[src/rtl/cpu_run_ctrl.sv]
// Program loader and run sequencer for the 8-bit accumulator CPU: owns program memory,
// loads it from a byte stream, boots and supervises a run, captures ACC on halt.
module cpu_run_ctrl #(
  parameter int DEPTH      = 256,
  parameter int MAX_CYCLES = 1024,
  parameter int CNT_W      = 16
) (
  input  logic             clk_i,
  input  logic             reset_i,
  input  logic             load_start_i,
  input  logic             load_valid_i,
  input  logic [7:0]       load_data_i,
  input  logic             load_last_i,
  output logic             load_ready_o,
  input  logic             run_start_i,
  input  logic             abort_i,
  input  logic [7:0]       cpu_pc_i,
  input  logic             cpu_halted_i,
  input  logic [7:0]       cpu_acc_i,
  output logic             cpu_reset_o,
  output logic [7:0]       cpu_instr_o,
  output logic             busy_o,
  output logic             done_o,
  output logic             timeout_o,
  output logic             load_err_o,
  output logic [7:0]       result_o,
  output logic [8:0]       load_count_o,
  output logic [CNT_W-1:0] cycle_count_o
);

  localparam int AW = (DEPTH > 1) ? $clog2(DEPTH) : 1;

  typedef enum logic [2:0] {
    S_IDLE  = 3'd0,
    S_LOAD  = 3'd1,
    S_BOOT  = 3'd2,
    S_RUN   = 3'd3,
    S_DONE  = 3'd4,
    S_FAULT = 3'd5
  } state_e;

  state_e           state_q, state_d;
  logic [AW-1:0]    ptr_q, ptr_d;
  logic [8:0]       load_count_q, load_count_d;
  logic             load_err_q, load_err_d;
  logic [7:0]       result_q, result_d;
  logic [CNT_W-1:0] cycle_count_q, cycle_count_d;
  logic             mem_we_s;
  logic [AW-1:0]    rd_addr_s;
  logic [7:0]       mem_q [DEPTH];

  // Next-state and datapath updates; abort overrides every state's decision.
  always_comb begin
    state_d       = state_q;
    ptr_d         = ptr_q;
    load_count_d  = load_count_q;
    load_err_d    = load_err_q;
    result_d      = result_q;
    cycle_count_d = cycle_count_q;
    mem_we_s      = 1'b0;
    if (abort_i) begin
      state_d = S_IDLE;
    end else begin
      case (state_q)
        S_IDLE, S_DONE, S_FAULT: begin
          if (load_start_i) begin
            state_d      = S_LOAD;
            ptr_d        = '0;
            load_count_d = 9'd0;
            load_err_d   = 1'b0;
          end else if (run_start_i) begin
            state_d = S_BOOT;
          end else begin
            state_d = state_q;
          end
        end
        S_LOAD: begin
          if (load_valid_i) begin
            mem_we_s     = 1'b1;
            ptr_d        = ptr_q + {{(AW-1){1'b0}}, 1'b1};
            load_count_d = load_count_q + 9'd1;
            if (load_last_i) begin
              state_d = S_IDLE;
            end else if (ptr_q == AW'(DEPTH - 1)) begin
              // Memory full without a terminating byte: stop accepting.
              state_d    = S_IDLE;
              load_err_d = 1'b1;
            end else begin
              state_d = S_LOAD;
            end
          end else begin
            state_d = S_LOAD;
          end
        end
        S_BOOT: begin
          cycle_count_d = '0;
          result_d      = 8'h00;
          state_d       = S_RUN;
        end
        S_RUN: begin
          cycle_count_d = cycle_count_q + {{(CNT_W-1){1'b0}}, 1'b1};
          if (cpu_halted_i) begin
            state_d  = S_DONE;
            result_d = cpu_acc_i;
          end else if (cycle_count_q == CNT_W'(MAX_CYCLES - 1)) begin
            state_d = S_FAULT;
          end else begin
            state_d = S_RUN;
          end
        end
        default: begin
          state_d = S_IDLE;
        end
      endcase
    end
  end

  // Control and status registers.
  always_ff @(posedge clk_i) begin
    if (reset_i) begin
      state_q       <= S_IDLE;
      ptr_q         <= '0;
      load_count_q  <= 9'd0;
      load_err_q    <= 1'b0;
      result_q      <= 8'h00;
      cycle_count_q <= '0;
    end else begin
      state_q       <= state_d;
      ptr_q         <= ptr_d;
      load_count_q  <= load_count_d;
      load_err_q    <= load_err_d;
      result_q      <= result_d;
      cycle_count_q <= cycle_count_d;
    end
  end

  // Program memory write port; contents survive reset.
  always_ff @(posedge clk_i) begin
    if (mem_we_s && !reset_i) begin
      mem_q[ptr_q] <= load_data_i;
    end
  end

  assign rd_addr_s     = AW'(cpu_pc_i);
  assign cpu_instr_o   = (state_q == S_LOAD) ? 8'h00 : mem_q[rd_addr_s];
  assign cpu_reset_o   = !((state_q == S_RUN) || (state_q == S_DONE));
  assign load_ready_o  = (state_q == S_LOAD);
  assign busy_o        = (state_q == S_LOAD) || (state_q == S_BOOT) || (state_q == S_RUN);
  assign done_o        = (state_q == S_DONE);
  assign timeout_o     = (state_q == S_FAULT);
  assign load_err_o    = load_err_q;
  assign result_o      = result_q;
  assign load_count_o  = load_count_q;
  assign cycle_count_o = cycle_count_q;

endmodule

[config.mk]
export PLATFORM = sky130hd
export DESIGN_NAME = cpu_run_ctrl
export DESIGN_NICKNAME = d
export VERILOG_FILES = /design/src/rtl/cpu_run_ctrl.sv
export SDC_FILE = /design/constraint.sdc
export NUM_CORES = 2
export LEC_CHECK = 0
export CORE_UTILIZATION = 55
export DETAILED_ROUTE_END_ITERATION = 10
export PLACE_DENSITY = 0.72
export REMOVE_ABC_BUFFERS = 1
export SYNTH_ARGS = -nofsm -noshare
export SYNTH_HDL_FRONTEND = slang
export SYNTH_SLANG_ARGS = --single-unit
[constraint.sdc]
create_clock -name clk_i -period 4.11 [get_ports clk_i]
set_input_delay 0.822 -clock clk_i [delete_from_list [all_inputs] [get_ports clk_i]]
set_output_delay 0.822 -clock clk_i [all_outputs]
set_load 0.01 [all_outputs]
* Word level (Yosys, flattened, before mapping)
Memories as Yosys holds them, arrays and structs flattened.
Index checks and enable logic that the tools add are counted.
** Storage, ports and cells
- Register bits after elaboration :: 45
- Bits in writable memories :: 2048
- Input port bits :: 32
- Output and inout port bits :: 47
- Word-level logic and storage cells :: 67
- Memories kept :: 1
** Memories
- mem_q :: words 256, bits a word 8, rd ports 1, clocked after memory_dff 0, wr ports 1, RTL line 50 : logic [7:0] mem_q [DEPTH];
** Cells by class
- $add $sub $neg :: 3
- Eq/ne operators :: 13
- Multiplexer cells :: 28
- Bitwise operators :: 1
- Reductions and logical operators :: 15
** Operators by type and width (number)
- two-way mux 8 bit :: 4
- case mux 16 bit (2 select lines) :: 1
- case mux 8 bit (2 select lines) :: 2
- two-way mux 9 bit :: 2
- case mux 9 bit (2 select lines) :: 1
- adder 16 x 1 -> 16 bit, second input constant :: 1
- == test 16 x 10 -> 1 bit, second input constant :: 1
- two-way mux 3 bit :: 5
- case mux 3 bit (4 select lines) :: 1
- two-way mux 1 bit :: 11
- adder 9 x 1 -> 9 bit, second input constant :: 1
- adder 8 x 1 -> 8 bit, second input constant :: 1
- == test 8 bit, second input constant :: 1
- inequality test 2 bit, second input constant :: 4
- == test 3 x 2 -> 1 bit, second input constant :: 2
- == test 3 bit, second input constant :: 2
- AND reduction 6 bit :: 1
- AND reduction 4 bit :: 1
- nonzero test 2 bit :: 2
- == test 3 x 1 -> 1 bit, second input constant :: 1
- logical NOT 3 bit :: 1
- logical OR 1 bit :: 3
- inequality test 3 bit, second input constant :: 1
- AND reduction 3 bit :: 1
- 8 further kinds :: 9

* Logic depth before layout (Yosys ltp)
- Word-level depth :: 6
- Mapped depth :: 12
- Gate-level depth less buffers :: 8

* Least setup slack after synthesis
OpenSTA, ideal clock, no wires.
- Path kind :: in2out
- From :: input port cpu_pc_i[0]
- To :: output port cpu_instr_o[3]
- Data arrival time :: 2.642 ns
- Data required time :: 3.288 ns
- Setup slack :: 0.646 ns
- Stages :: 11
- Buffers on the path :: 4
- Cell sequence :: buf_6 -> buf_12 -> buf_12 -> buf_12 -> mux2i_1 -> o22ai_1 -> nor3_1 -> or4_1 -> nor4_2 -> nand4_1 -> o22ai_1
** Between the ends
- Word-level cells in the longest chain between the ends :: 2
** RTL lines
- from (decl) :: RTL line 17 : input logic [7:0] cpu_pc_i,
- memory read (256 x 8 bit)
- two-way mux 8 bit :: RTL line 145 : assign cpu_instr_o = (state_q == S_LOAD) ? 8'h00 : mem_q[rd_addr_s];
- to (decl) :: RTL line 21 : output logic [7:0] cpu_instr_o,
Every way passes these cells.

* Worst setup path in the final report
- From :: input port cpu_pc_i[1]
- To :: output port cpu_instr_o[3]
The elaborated chain is that of the path after synthesis.

==> results.py <==
metrics = {
    "setup_path": {
        "cp-start-kind": "input port",
        "critPathMaxFanout": 17,
        "path_buf_inv": 5,
        "setup.worst_path.end_class": "primary output",
        "worstPathRequired_ns": 3.29,
        "path_class": "in -> out",
        "path_delay_family": "buffers and inverters",
        "cpPeakStageDelay_ns": 0.43,
        "critPathSlowestCell": "nand4_1",
        "critPathArrivalTime_ns": 3.48,
        "crit_chain": "buf_12 > nand2b_4 > buf_4 > buf_6 > o22ai_1 > o22ai_1 > a2111oi_2 > nand4_1 > buf_12 > o22ai_4 > buf_6",
    },
    "status": {
        "outcome": "finished with violations",
        "violations": "setup timing",
    },
    "cells_and_area": {
        "multi_input_area_mm2": 0.0190,
        "synthToLayoutAreaGrowth_pct": 19.8,
        "final_common_cell": "edfxtp_1",
        "final_cell_mix": "2,048 x edfxtp_1, 692 x buf_4, 358 x mux4_2",
        "n_fill_cell": 9253,
        "regArea_mm2": 0.0624,
        "num-nets-final": 5129,
        "stdcell_area_mm2": 0.0985,
        "utilization_pct": 66.5,
        "drive_above_1_share_pct": 30.8,
    },
    "die": {
        "ioPinCount": 79,
        "fp.dieH_um": 389,
        "die_x_um": 389,
        "dieArea_mm2": 0.151,
        "start_util_pct": 55.5,
        "core.rowCount": 141,
        "core_mm2": 0.148,
    },
    "job": {
        "max-cap-violations": 0,
    },
    "global_routing": {
        "grt_pass1_vias": 45800,
        "grtUsageTotal_pct": 29.9,
        "antenna_found_initial": 8,
        "grt_max_degree": 122,
        "grt_first_pass_wirelength_mm": 322,
        "grt_overflow": 0,
    },
    "power_and_ir_drop": {
        "p_sw_uw": 9520,
        "p_seq_share_pct": 52.8,
        "intPower_uw": 34800,
        "clock_power_share_pct": 41.0,
        "pwr_density_cell_mw_per_mm2": 450,
        "combPwrFrac_pct": 6.2,
        "leakagePower_uw": 0.0328,
        "swShare_pct": 21.5,
        "ir_worst_vdd_mv": 0.412,
    },
    "timing": {
        "setup_ws_ns": -0.194,
        "period_share_pct": 105,
        "maxSlewHeadroom_pct": 6.60,
        "setup_viol": 5,
        "hold_violations": 0,
        "worst_slew_pin_slew_ns": 1.40,
        "finalClockSkew_ns": 0.0446,
        "fmax_ghz": 0.232,
        "slew_viol_final": 0,
        "hold_slack_ns": 0.459,
        "fin_setup_tns_ns": -0.501,
        "rsz0062_at_grt": "yes",
        "min_period_ns": 4.30,
    },
    "min_path": {
        "min_path_type": "reg -> reg",
    },
    "routing": {
        "drc_errors": 0,
        "vias_per_cell": 6.46,
        "drt_pre_antenna_iters": 6,
        "wl_per_cell_um": 31.2,
        "vias": 46400,
        "drt-initial-drc-count": 6699,
        "drt-total-wl_mm": 225,
        "ant_nets": 0,
    },
    "placed_design": {
        "dp_hpwl_mm": 146,
        "place_congestion": 1.01,
        "place_area_mm2": 0.0904,
        "port_buffers": 78,
    },
    "clock_tree": {
        "cts_buffers": 198,
        "clockRootBuffer": "clkbuf_16",
        "clk_latency_ns": 0.85,
        "tritoncts": "built",
        "cts_sinks": 2093,
        "cts.path.max_buffers": 3,
        "clk_pin_slew_ns": 0.06,
        "cts-htree-levels": 4,
    },
    "synthesis": {
        "synth_edf_count": 2048,
        "synth.yosys.seq_area_share_pct": 75.9,
        "syn-cell-area_mm2": 0.0822,
        "synth_cell_type_count": 65,
        "synth_cells": 4256,
        "yosys_warnings": 0,
        "ys.flop_type": "edfxtp_1",
        "avgSynthCellArea_um2": 19.3,
        "ys_ff_latch": 2093,
        "synth-async-reset-ratio_pct": 0,
    },
}
-- cell usage after synthesis (18+ instances only) --
cell type / count / area, um2
nor3_1: 75 / 375
buf_4: 23 / 173
nor4_1: 21 / 131
nand4_1: 24 / 150
clkbuf_1: 102 / 383
mux2i_1: 304 / 3040
nand3_1: 55 / 275
buf_8: 18 / 270
o21ai_0: 88 / 440
buf_6: 26 / 293
mux4_2: 356 / 8020
a22oi_1: 25 / 188
a21oi_1: 88 / 440
dfxtp_1: 45 / 901
buf_2: 58 / 290
nor2_1: 348 / 1310
nand2_1: 122 / 458
o221ai_1: 69 / 604
o22ai_1: 96 / 601
a211oi_1: 25 / 188
edfxtp_1: 2048 / 61500
-- metal layers --
metal	wire length [um]	up-vias	track usage, %
met5	66	-	0
met4	10300	10	12.7
met3	26300	548	7.23
met2	107000	3031	46.8
met1	81400	23700	40.5
li1	-	19100	-
-- logic make-up (layout without fill, tap and decap cells) --
group | after synthesis | after routing | share of synthesized area [%]
flip-flops | 2093 | 2093 | 75.9
AND/OR/NAND/NOR | 740 | 740 | 4.10
multiplexers | 676 | 676 | 13.9
AO/OA/AOI/OAI | 458 | 458 | 3.65
buffers and inverters | 260 | 1260 | 2.08
XOR/XNOR | 23 | 23 | 0.245
adder cells (fa/ha/maj) | 6 | 6 | 0.0913
other | 0 | 2 | 0
-- final cells by class --
class                      count  area share (%)
clock buffer                 242            5.27
multi-input combinational   1903            19.3
clock inverter               123            1.27
sequential                  2093            63.4
inverter                       9          0.0419
timing repair buffer         886            8.36
antenna                        2         0.00508
tap                         1930            2.45
-- state kept, by name, indices dropped and copies added, names as in the netlist --
| register | flops |
|---|---|
| mem_q | 2048 |
| result_o | 8 |
| cycle_count_o | 16 |
| load_err_o | 1 |
| state_q | 3 |
| ptr_q | 8 |
| load_count_o | 9 |
-- power groups by stage --
stage / combinational, uW / sequential (uW) / clock, uW
6_report: 2750 / 23400 / 18200
3_5_place_dp: 2490 / 23900 / 0
4_1_cts: 2680 / 23400 / 18300
5_1_grt: 2830 / 23400 / 19100
2_1_floorplan: 791 / 23900 / 0
3_3_place_gp: 2460 / 23900 / 0
-- metrics by stage --
stage                     std cells  total power (uW)  setup WS, ns
final                          7188             44300        -0.194
after global routing           7186             45300        -0.149
after CTS                      7179             44400        -0.130
after detailed placement       6774             26400         -1.27
after global placement         6774             26300         -1.43
after floorplan                4005             24700        -0.731
-- worst reg2reg max path, delay by kind of cell, from the launching register on --
kind	cells	cell delay, ns
AND/OR/NAND/NOR	5	2.67
flip-flops	1	0.34
buffers and inverters	1	0.25
-- path summary, 6_finish.rpt --
kind / from / endpoint / slack, ns / cells past startpoint
max: cpu_pc_i[1] / cpu_instr_o[3] / -0.19 / 11
min: result_o[5] / result_o[5] / 0.46 / 2
max reg2reg: state_q[2] / mem_q[59][2] / 0.48 / 6
min reg2reg: result_o[5] / result_o[5] / 0.46 / 2
-- what timing repair did --
action / CTS / global route
resized for setup: 238 / 46
hold buffers: 0 / 0
setup endpoints to repair: 8 / 8
buffers inserted: 41 / 9
pin swaps: 69 / 34
gates cloned: 6 / 0
Note: power is estimated with default switching activity, not from simulation.
